**config.mk**
```make
export PLATFORM = sky130hd
export DESIGN_NAME = soda_datapath_flat
export DESIGN_NICKNAME = d
export VERILOG_FILES = /design/src/rtl/soda_datapath_if.sv /design/src/rtl/soda_datapath.sv /design/src/flat_wrapper.sv
export SDC_FILE = /design/constraint.sdc
export NUM_CORES = 1
export LEC_CHECK = 0
export CELL_PAD_IN_SITES_DETAIL_PLACEMENT = 1
export CELL_PAD_IN_SITES_GLOBAL_PLACEMENT = 1
export CORE_MARGIN = 1.5
export CORE_UTILIZATION = 39
export DETAILED_ROUTE_END_ITERATION = 6
export PLACE_DENSITY_LB_ADDON = 0.1
export SETUP_SLACK_MARGIN = 0.5
export SYNTH_ARGS = -nofsm -noshare
export SYNTH_HDL_FRONTEND = slang
export SYNTH_SLANG_ARGS = --single-unit
```
**constraint.sdc**
```tcl
create_clock -name clk -period 2.8 [get_ports clk]
set_input_delay 0.28 -clock clk [delete_from_list [all_inputs] [get_ports clk]]
set_output_delay 0.28 -clock clk [all_outputs]
set_load 0.02 [all_outputs]
```
**src/rtl/soda_datapath_if.sv**
```systemverilog
// soda_datapath_if: coin, total and dispense signals shared by the soda datapath and its control FSM.
interface soda_datapath_if;
  logic       coin_btn;
  logic [1:0] coin_sel;
  logic       tot_ld;
  logic       tot_clr;
  logic       rst_counter;
  logic       c;
  logic [7:0] a;
  logic [7:0] total;
  logic       tot_lt_s;
  logic [3:0] count;
  logic       init_done;
  modport master (
    output coin_btn, coin_sel, tot_ld, tot_clr, rst_counter,
    input  c, a, total, tot_lt_s, count, init_done
  );
  modport slave (
    input  coin_btn, coin_sel, tot_ld, tot_clr, rst_counter,
    output c, a, total, tot_lt_s, count, init_done
  );
endinterface

```
**src/rtl/soda_datapath.sv**
```systemverilog
// soda_datapath: coin sync/debounce/detect, saturating total accumulator, dispense counter and init flag.
module soda_datapath #(
  parameter logic [7:0] PRICE           = 8'd75,
  parameter int         DEBOUNCE_CYCLES = 4,
  parameter int         TICK_DIV        = 10,
  parameter int         INIT_CYCLES     = 8
) (
  input logic           clk,
  input logic           rst,
  soda_datapath_if.slave dp_if
);
  localparam int DW = $clog2(DEBOUNCE_CYCLES + 1);
  localparam int PW = $clog2(TICK_DIV + 1);
  localparam int IW = $clog2(INIT_CYCLES + 1);
  localparam logic [DW-1:0] DEB_N   = DW'(DEBOUNCE_CYCLES);
  localparam logic [PW-1:0] PRE_MAX = PW'(TICK_DIV - 1);
  localparam logic [IW-1:0] INIT_N  = IW'(INIT_CYCLES);
  localparam logic [1:0] IDLE     = 2'd0;
  localparam logic [1:0] PULSE    = 2'd1;
  localparam logic [1:0] WAIT_REL = 2'd2;
  logic [1:0]    sync_q;
  logic          deb_q, deb_d;
  logic [DW-1:0] dcnt_q, dcnt_d, dcnt_inc;
  logic [1:0]    state_q, state_d;
  logic [7:0]    a_q, a_d, coin_val;
  logic [7:0]    total_q, total_d;
  logic [8:0]    sum;
  logic [PW-1:0] pre_q, pre_d;
  logic          pre_wrap;
  logic [3:0]    count_q, count_d;
  logic [IW-1:0] icnt_q, icnt_d;
  always_comb begin
    dcnt_inc = dcnt_q + 1'b1;
    deb_d    = (sync_q[1] != deb_q && dcnt_inc == DEB_N) ? sync_q[1] : deb_q;
    dcnt_d   = (sync_q[1] == deb_q || dcnt_inc == DEB_N) ? '0 : dcnt_inc;
    // IDLE with a high debounced level can only follow a rising edge, since WAIT_REL waits for release.
    state_d  = state_q == IDLE  ? (deb_q ? PULSE : IDLE) :
               state_q == PULSE ? WAIT_REL :
               (deb_q ? WAIT_REL : IDLE);
    coin_val = dp_if.coin_sel == 2'b00 ? 8'd5  :
               dp_if.coin_sel == 2'b01 ? 8'd10 :
               dp_if.coin_sel == 2'b10 ? 8'd25 : 8'd100;
    a_d      = (state_q == IDLE && deb_q) ? coin_val : a_q;
    sum      = {1'b0, total_q} + {1'b0, a_q};
    total_d  = dp_if.tot_clr ? 8'd0 :
               dp_if.tot_ld  ? (sum[8] ? 8'hff : sum[7:0]) : total_q;
    pre_wrap = pre_q == PRE_MAX;
    pre_d    = (dp_if.rst_counter || pre_wrap) ? '0 : pre_q + 1'b1;
    count_d  = dp_if.rst_counter ? 4'd0 :
               (pre_wrap && count_q != 4'hf) ? count_q + 4'd1 : count_q;
    icnt_d   = icnt_q == INIT_N ? icnt_q : icnt_q + 1'b1;
  end
  always_ff @(posedge clk) begin
    if (rst) begin
      sync_q  <= '0;
      deb_q   <= 1'b0;
      dcnt_q  <= '0;
      state_q <= IDLE;
      a_q     <= '0;
      total_q <= '0;
      pre_q   <= '0;
      count_q <= '0;
      icnt_q  <= '0;
    end else begin
      sync_q  <= {sync_q[0], dp_if.coin_btn};
      deb_q   <= deb_d;
      dcnt_q  <= dcnt_d;
      state_q <= state_d;
      a_q     <= a_d;
      total_q <= total_d;
      pre_q   <= pre_d;
      count_q <= count_d;
      icnt_q  <= icnt_d;
    end
  end
  assign dp_if.c         = state_q == PULSE;
  assign dp_if.a         = a_q;
  assign dp_if.total     = total_q;
  assign dp_if.tot_lt_s  = total_q < PRICE;
  assign dp_if.count     = count_q;
  assign dp_if.init_done = icnt_q == INIT_N;
endmodule

```
**src/flat_wrapper.sv**
```systemverilog
// flat-port wrapper written by rule: the top's interface ports become plain ports
module soda_datapath_flat 
#(
  parameter logic [7:0] PRICE           = 8'd75,
  parameter int         DEBOUNCE_CYCLES = 4,
  parameter int         TICK_DIV        = 10,
  parameter int         INIT_CYCLES     = 8
)
  (clk, rst, dp_if_coin_btn, dp_if_coin_sel, dp_if_tot_ld, dp_if_tot_clr, dp_if_rst_counter, dp_if_c, dp_if_a, dp_if_total, dp_if_tot_lt_s, dp_if_count, dp_if_init_done);
  soda_datapath_if dp_if_i ();
  input logic clk;
  input logic rst;
  input wire logic [$bits(dp_if_i.coin_btn)-1:0] dp_if_coin_btn;
  input wire logic [$bits(dp_if_i.coin_sel)-1:0] dp_if_coin_sel;
  input wire logic [$bits(dp_if_i.tot_ld)-1:0] dp_if_tot_ld;
  input wire logic [$bits(dp_if_i.tot_clr)-1:0] dp_if_tot_clr;
  input wire logic [$bits(dp_if_i.rst_counter)-1:0] dp_if_rst_counter;
  output wire logic [$bits(dp_if_i.c)-1:0] dp_if_c;
  output wire logic [$bits(dp_if_i.a)-1:0] dp_if_a;
  output wire logic [$bits(dp_if_i.total)-1:0] dp_if_total;
  output wire logic [$bits(dp_if_i.tot_lt_s)-1:0] dp_if_tot_lt_s;
  output wire logic [$bits(dp_if_i.count)-1:0] dp_if_count;
  output wire logic [$bits(dp_if_i.init_done)-1:0] dp_if_init_done;
  assign dp_if_i.coin_btn = dp_if_coin_btn;
  assign dp_if_i.coin_sel = dp_if_coin_sel;
  assign dp_if_i.tot_ld = dp_if_tot_ld;
  assign dp_if_i.tot_clr = dp_if_tot_clr;
  assign dp_if_i.rst_counter = dp_if_rst_counter;
  assign dp_if_c = dp_if_i.c;
  assign dp_if_a = dp_if_i.a;
  assign dp_if_total = dp_if_i.total;
  assign dp_if_tot_lt_s = dp_if_i.tot_lt_s;
  assign dp_if_count = dp_if_i.count;
  assign dp_if_init_done = dp_if_i.init_done;
  soda_datapath #(.PRICE(PRICE), .DEBOUNCE_CYCLES(DEBOUNCE_CYCLES), .TICK_DIV(TICK_DIV), .INIT_CYCLES(INIT_CYCLES)) u_core (.clk(clk), .rst(rst), .dp_if(dp_if_i));
endmodule
```
[Yosys cells after proc, flatten, opt, wreduce, memory -nomap -nowiden]
Cells that the tools add are included.
Operators by class
  order comparisons: 1
  $add $sub $neg: 5
  eq/ne operators: 9
  reductions and logical operators: 11
  muxes and demuxes: 8
Operators by type and width (count)
  two-way mux 8 bit: 3
  adder 4 x 1 -> 4 bit (second input constant): 3
  adder 8 x 8 -> 9 bit: 1
  equality test 4 bit (second input constant): 2
  < comparator 8 x 7 -> 1 bit (second input constant): 1
  OR reduction 2 bit: 4
  two-way mux 7 bit: 1
  two-way mux 2 bit: 3
  equality test 2 x 1 -> 1 bit (second input constant): 2
  logical NOT 2 bit: 2
  != test 4 bit (second input constant): 1
  adder 3 x 1 -> 3 bit (second input constant): 1
  equality test 3 bit (second input constant): 1
  logical AND 1 bit: 3
  equality test 2 bit (second input constant): 1
  logical OR 1 bit: 2
  equality test 1 bit: 1
  two-way mux 1 bit: 1
  != test 1 bit: 1
Storage, ports and cells
  register bits after elaboration: 36
  output and inout port bits: 23
  bits of input ports: 8

[Logic depth before layout (Yosys ltp)]
  depth after elaboration: 4
  mapped depth: 7
  gate-level depth less buffers: 7

[Least setup slack after synthesis]
OpenSTA, ideal clock, no wires.
  kind: register -> register
  start point: reg u_core.total_q[0] (netlist: u_core.dp_if.total[0])
  end point: reg u_core.total_q[7] (netlist: u_core.dp_if.total[7])
  cell stages (with the launch flop): 8
  period minus slack after synthesis: 2.253 ns
  buffers on the path: 0
  library setup time: 0.134 ns
  arrival: 2.120 ns
  data required time: 2.666 ns
  setup slack: 0.547 ns
  path through: dfxtp_1 > ha_1 > fa_1 > a21oi_1 > nor2b_1 > a311o_2 > a2111oi_4 > a2111oi_2
Between the ends
  longest elaborated chain between the ends: 2
RTL lines
  from (decl): line soda_datapath.sv:26  | logic [7:0] total_q, total_d;
  from (signal assigned): line soda_datapath.sv:70  | total_q <= total_d;
  adder 8 x 8 -> 9 bit: line soda_datapath.sv:44  | sum = {1'b0, total_q} + {1'b0, a_q};
  two-way mux 8 bit: line soda_datapath.sv:46  | dp_if.tot_ld ? (sum[8] ? 8'hff : sum[7:0]) : total_q;
No other way between the ends.
A chain may end at the register's enable or synchronous reset.

[Worst setup path after layout]
Same ends and word-level chain as after synthesis.

==> results.toml <==
[yosys]
synthFlopType = "dfxtp_1"
synth.distinct_cells = 37
synth_async_sr_flop_share = 0
syn-num-nets = 211
yosysWarnings = 0
synth.cell_area_um2 = 1730
synth.avg_cell_area_um2 = 9.40
postSynthCellCount = 184
ys_seq_area_frac = 0.393
synth-seq-cells = 34
synth_edf_count = 0

[pwr]
p_sw_frac = 0.241
seq_power_share = 0.544
switchingPower_uw = 224
totalPowerFinal_uw = 928
leakage_uw = 0.000863
p_comb_frac = 0.083
internal_power_uw = 704
cellPowerDensity_nw_per_um2 = 430
p_clk_frac = 0.373
peakVddDrop_mv = 0.262

[route]
drtIter0Drc = 21
wl_per_cell_um = 14.7
met1_length_mm = 1.69
met2_length_mm = 2.05
finalWirelength_mm = 3.95
vias = 1412
via_per_inst = 5.27
firstDrtPassIters = 4
wl_met3_um = 154
drc = 0
highest_layer = "met4"
antenna_left = 0

[timing]
hold_viol_final = 0
rsz0062_at_grt = "true"
skew_ns = 0.00866
hold_ws_ns = 0.454
relSlewSlack = 0.553
fin_setup_tns_ns = 0
worst_pin_slew_ns = 0.669
slew_violations = 0
period_share = 0.785
fmax_mhz = 455
setup_viol = 0
finalCriticalPeriod_ns = 2.20
fin_ws_ns = 0.602

[place]
routabilityCongestion = 0.796
dpl_worst_slack_ns = 0.488
placed_cells = 260
io_buffers = 29
hpwl_mm = 3.10

[setup_path]
cp.arrival_ns = 2.34
crit_slowest_cell = "fa_1"
crit_fanout = 4
path_class = "register to register"
slowest_delay_ns = 0.40
cp-start-kind = "register"
path_cells = "ha_2 > fa_1 > a21oi_1 > nor2b_1 > a311o_2 > a2111oi_4 > a2111oi_2"
cp_data_required_time_ns = 2.94
worst_setup_path_end_kind = "register"

[cts]
cts_htree_levels = 2
cts-root-buf = "clkbuf_8"
postCtsHoldBufs = 0
clkSlewWorstSetupHoldPaths_ns = 0.07
cts_tree = "built"
clk_path_buf_depth = 2
cts_buffers = 5
cts.sinks = 34
postCtsSetupBuffers = 0
clk_latency_ns = 0.28

[grt]
gr-usage-all-layers = 0.182
antenna_found_initial = 0
grt_pass1_wl_mm = 7.04
grt_max_degree = 17
grt_pass1_vias = 1543
overflow = 0

[outcome]
outcome = "complete, no violations"

[floorplan]
num_io_pins = 31
core-area_um2 = 4320
rows = 24
fp.dieH_um = 69.6
initial_core_util = 0.400
die_area_um2 = 4850
dieWidth_um = 69.6

[cells_and_area]
fin_cells = 268
areaGrowthSynthToFinish_pct = 24.8
layout-drive-gt1-share = 0.0741
nets = 242
layout_commonest_cell = "dfxtp_1"
layout_common_cells = "34 x dfxtp_1, 28 x clkdlybuf4s50_1, 20 x nor2_1"
diodes = 0

[worst_hold_path]
min_path_type = "register to register"

[flow_run]
max_cap_viol_count = 0
layout make-up:
cell class              instances  area [um^2]
clock buffers                   6         72.6
clock inverters                 2         13.8
fillers                       513         2160
inverters                      10         37.5
multi-input cells             133          982
flip-flops and latches         34          681
well taps                      52         65.1
repair buffers                 31          308
kinds of logic (layout without fill, tap and decap cells):
logic type | count (synthesis) | in the layout | share of synthesized area
DFF | 34 | 34 | 0.393
muxes | 7 | 7 | 0.0405
xor gates and xnor gates | 13 | 13 | 0.0658
and+or+nand+nor | 55 | 55 | 0.155
other | 1 | 1 | 0.00217
AOI/OAI and AO/OA | 38 | 38 | 0.160
adders and majority gates | 19 | 19 | 0.142
buffers and inverters | 17 | 49 | 0.0412
routing by layer:
metal / global-route usage / up-vias
li1: - / 700
met5: 0 / -
met2: 0.329 / 30
met1: 0.205 / 676
met4: 0.0705 / 0
met3: 0.0436 / 6
sequential cells by signal, summed over array words and instances, names as in the netlist:
register / flops
u_core.state_q: 2
u_core.dp_if.total: 8
u_core.deb_q: 1
u_core.pre_q: 4
u_core.dp_if.count: 4
u_core.icnt_q: 4
u_core.dp_if.a: 6
u_core.sync_q: 2
u_core.dcnt_q: 3
cell usage after synthesis (all sizes together) (3+ instances only):
| library cell | number | share of area |
|---|---|---|
| dfxtp | 34 | 0.39 |
| nor2 | 20 | 0.043 |
| ha | 18 | 0.13 |
| a21oi | 14 | 0.040 |
| inv | 10 | 0.022 |
| o21ai | 9 | 0.026 |
| mux2i | 7 | 0.040 |
| nand2 | 7 | 0.017 |
| nor3 | 7 | 0.020 |
| xor2 | 7 | 0.035 |
| nand3 | 6 | 0.017 |
| nor2b | 6 | 0.022 |
| xnor2 | 6 | 0.030 |
| a2111oi | 4 | 0.035 |
| clkbuf | 4 | 0.0087 |
| a211oi | 3 | 0.013 |
| buf | 3 | 0.011 |
final timing paths:
path | from | to | slack [ns] | cells past startpoint
max | u_core.dp_if.total[0]$_SDFFE_PP0P_ | u_core.dp_if.total[7]$_SDFFE_PP0P_ | 0.60 | 7
min | u_core.dcnt_q[0]$_SDFF_PP0_ | u_core.dcnt_q[0]$_SDFF_PP0_ | 0.45 | 1
max reg2reg | u_core.dp_if.total[0]$_SDFFE_PP0P_ | u_core.dp_if.total[7]$_SDFFE_PP0P_ | 0.60 | 7
min reg2reg | u_core.dcnt_q[0]$_SDFF_PP0_ | u_core.dcnt_q[0]$_SDFF_PP0_ | 0.45 | 1
per-stage QoR:
step                 util  cell area (um^2)
floorplan               -              1730
global placement    0.478              2070
detailed placement  0.478              2070
CTS                 0.498              2150
global route        0.499              2160
finish              0.499              2160
worst max-delay path, delay by kind of cell, from the launching register on:
kind                       cells  cell delay, ns
DFF                            1            0.35
and+or+nand+nor                1            0.08
AOI/OAI and AO/OA              4            1.01
adders and majority gates      2            0.62
power by group through the flow:
stage | Combinational [uW] | Clock, uW | Sequential (uW)
global placement | 72.4 | 0 | 514
CTS | 78.3 | 362 | 504
global route | 87.1 | 388 | 506
finish | 77.4 | 346 | 505
detailed placement | 77.7 | 0 | 515
floorplan | 42.0 | 0 | 517
repair_timing:
action,in CTS,in global routing
setup endpoints to repair,1,2
resized for setup,0,3
pin swaps,1,0
No activity file was read; power rests on OpenSTA's default activity.
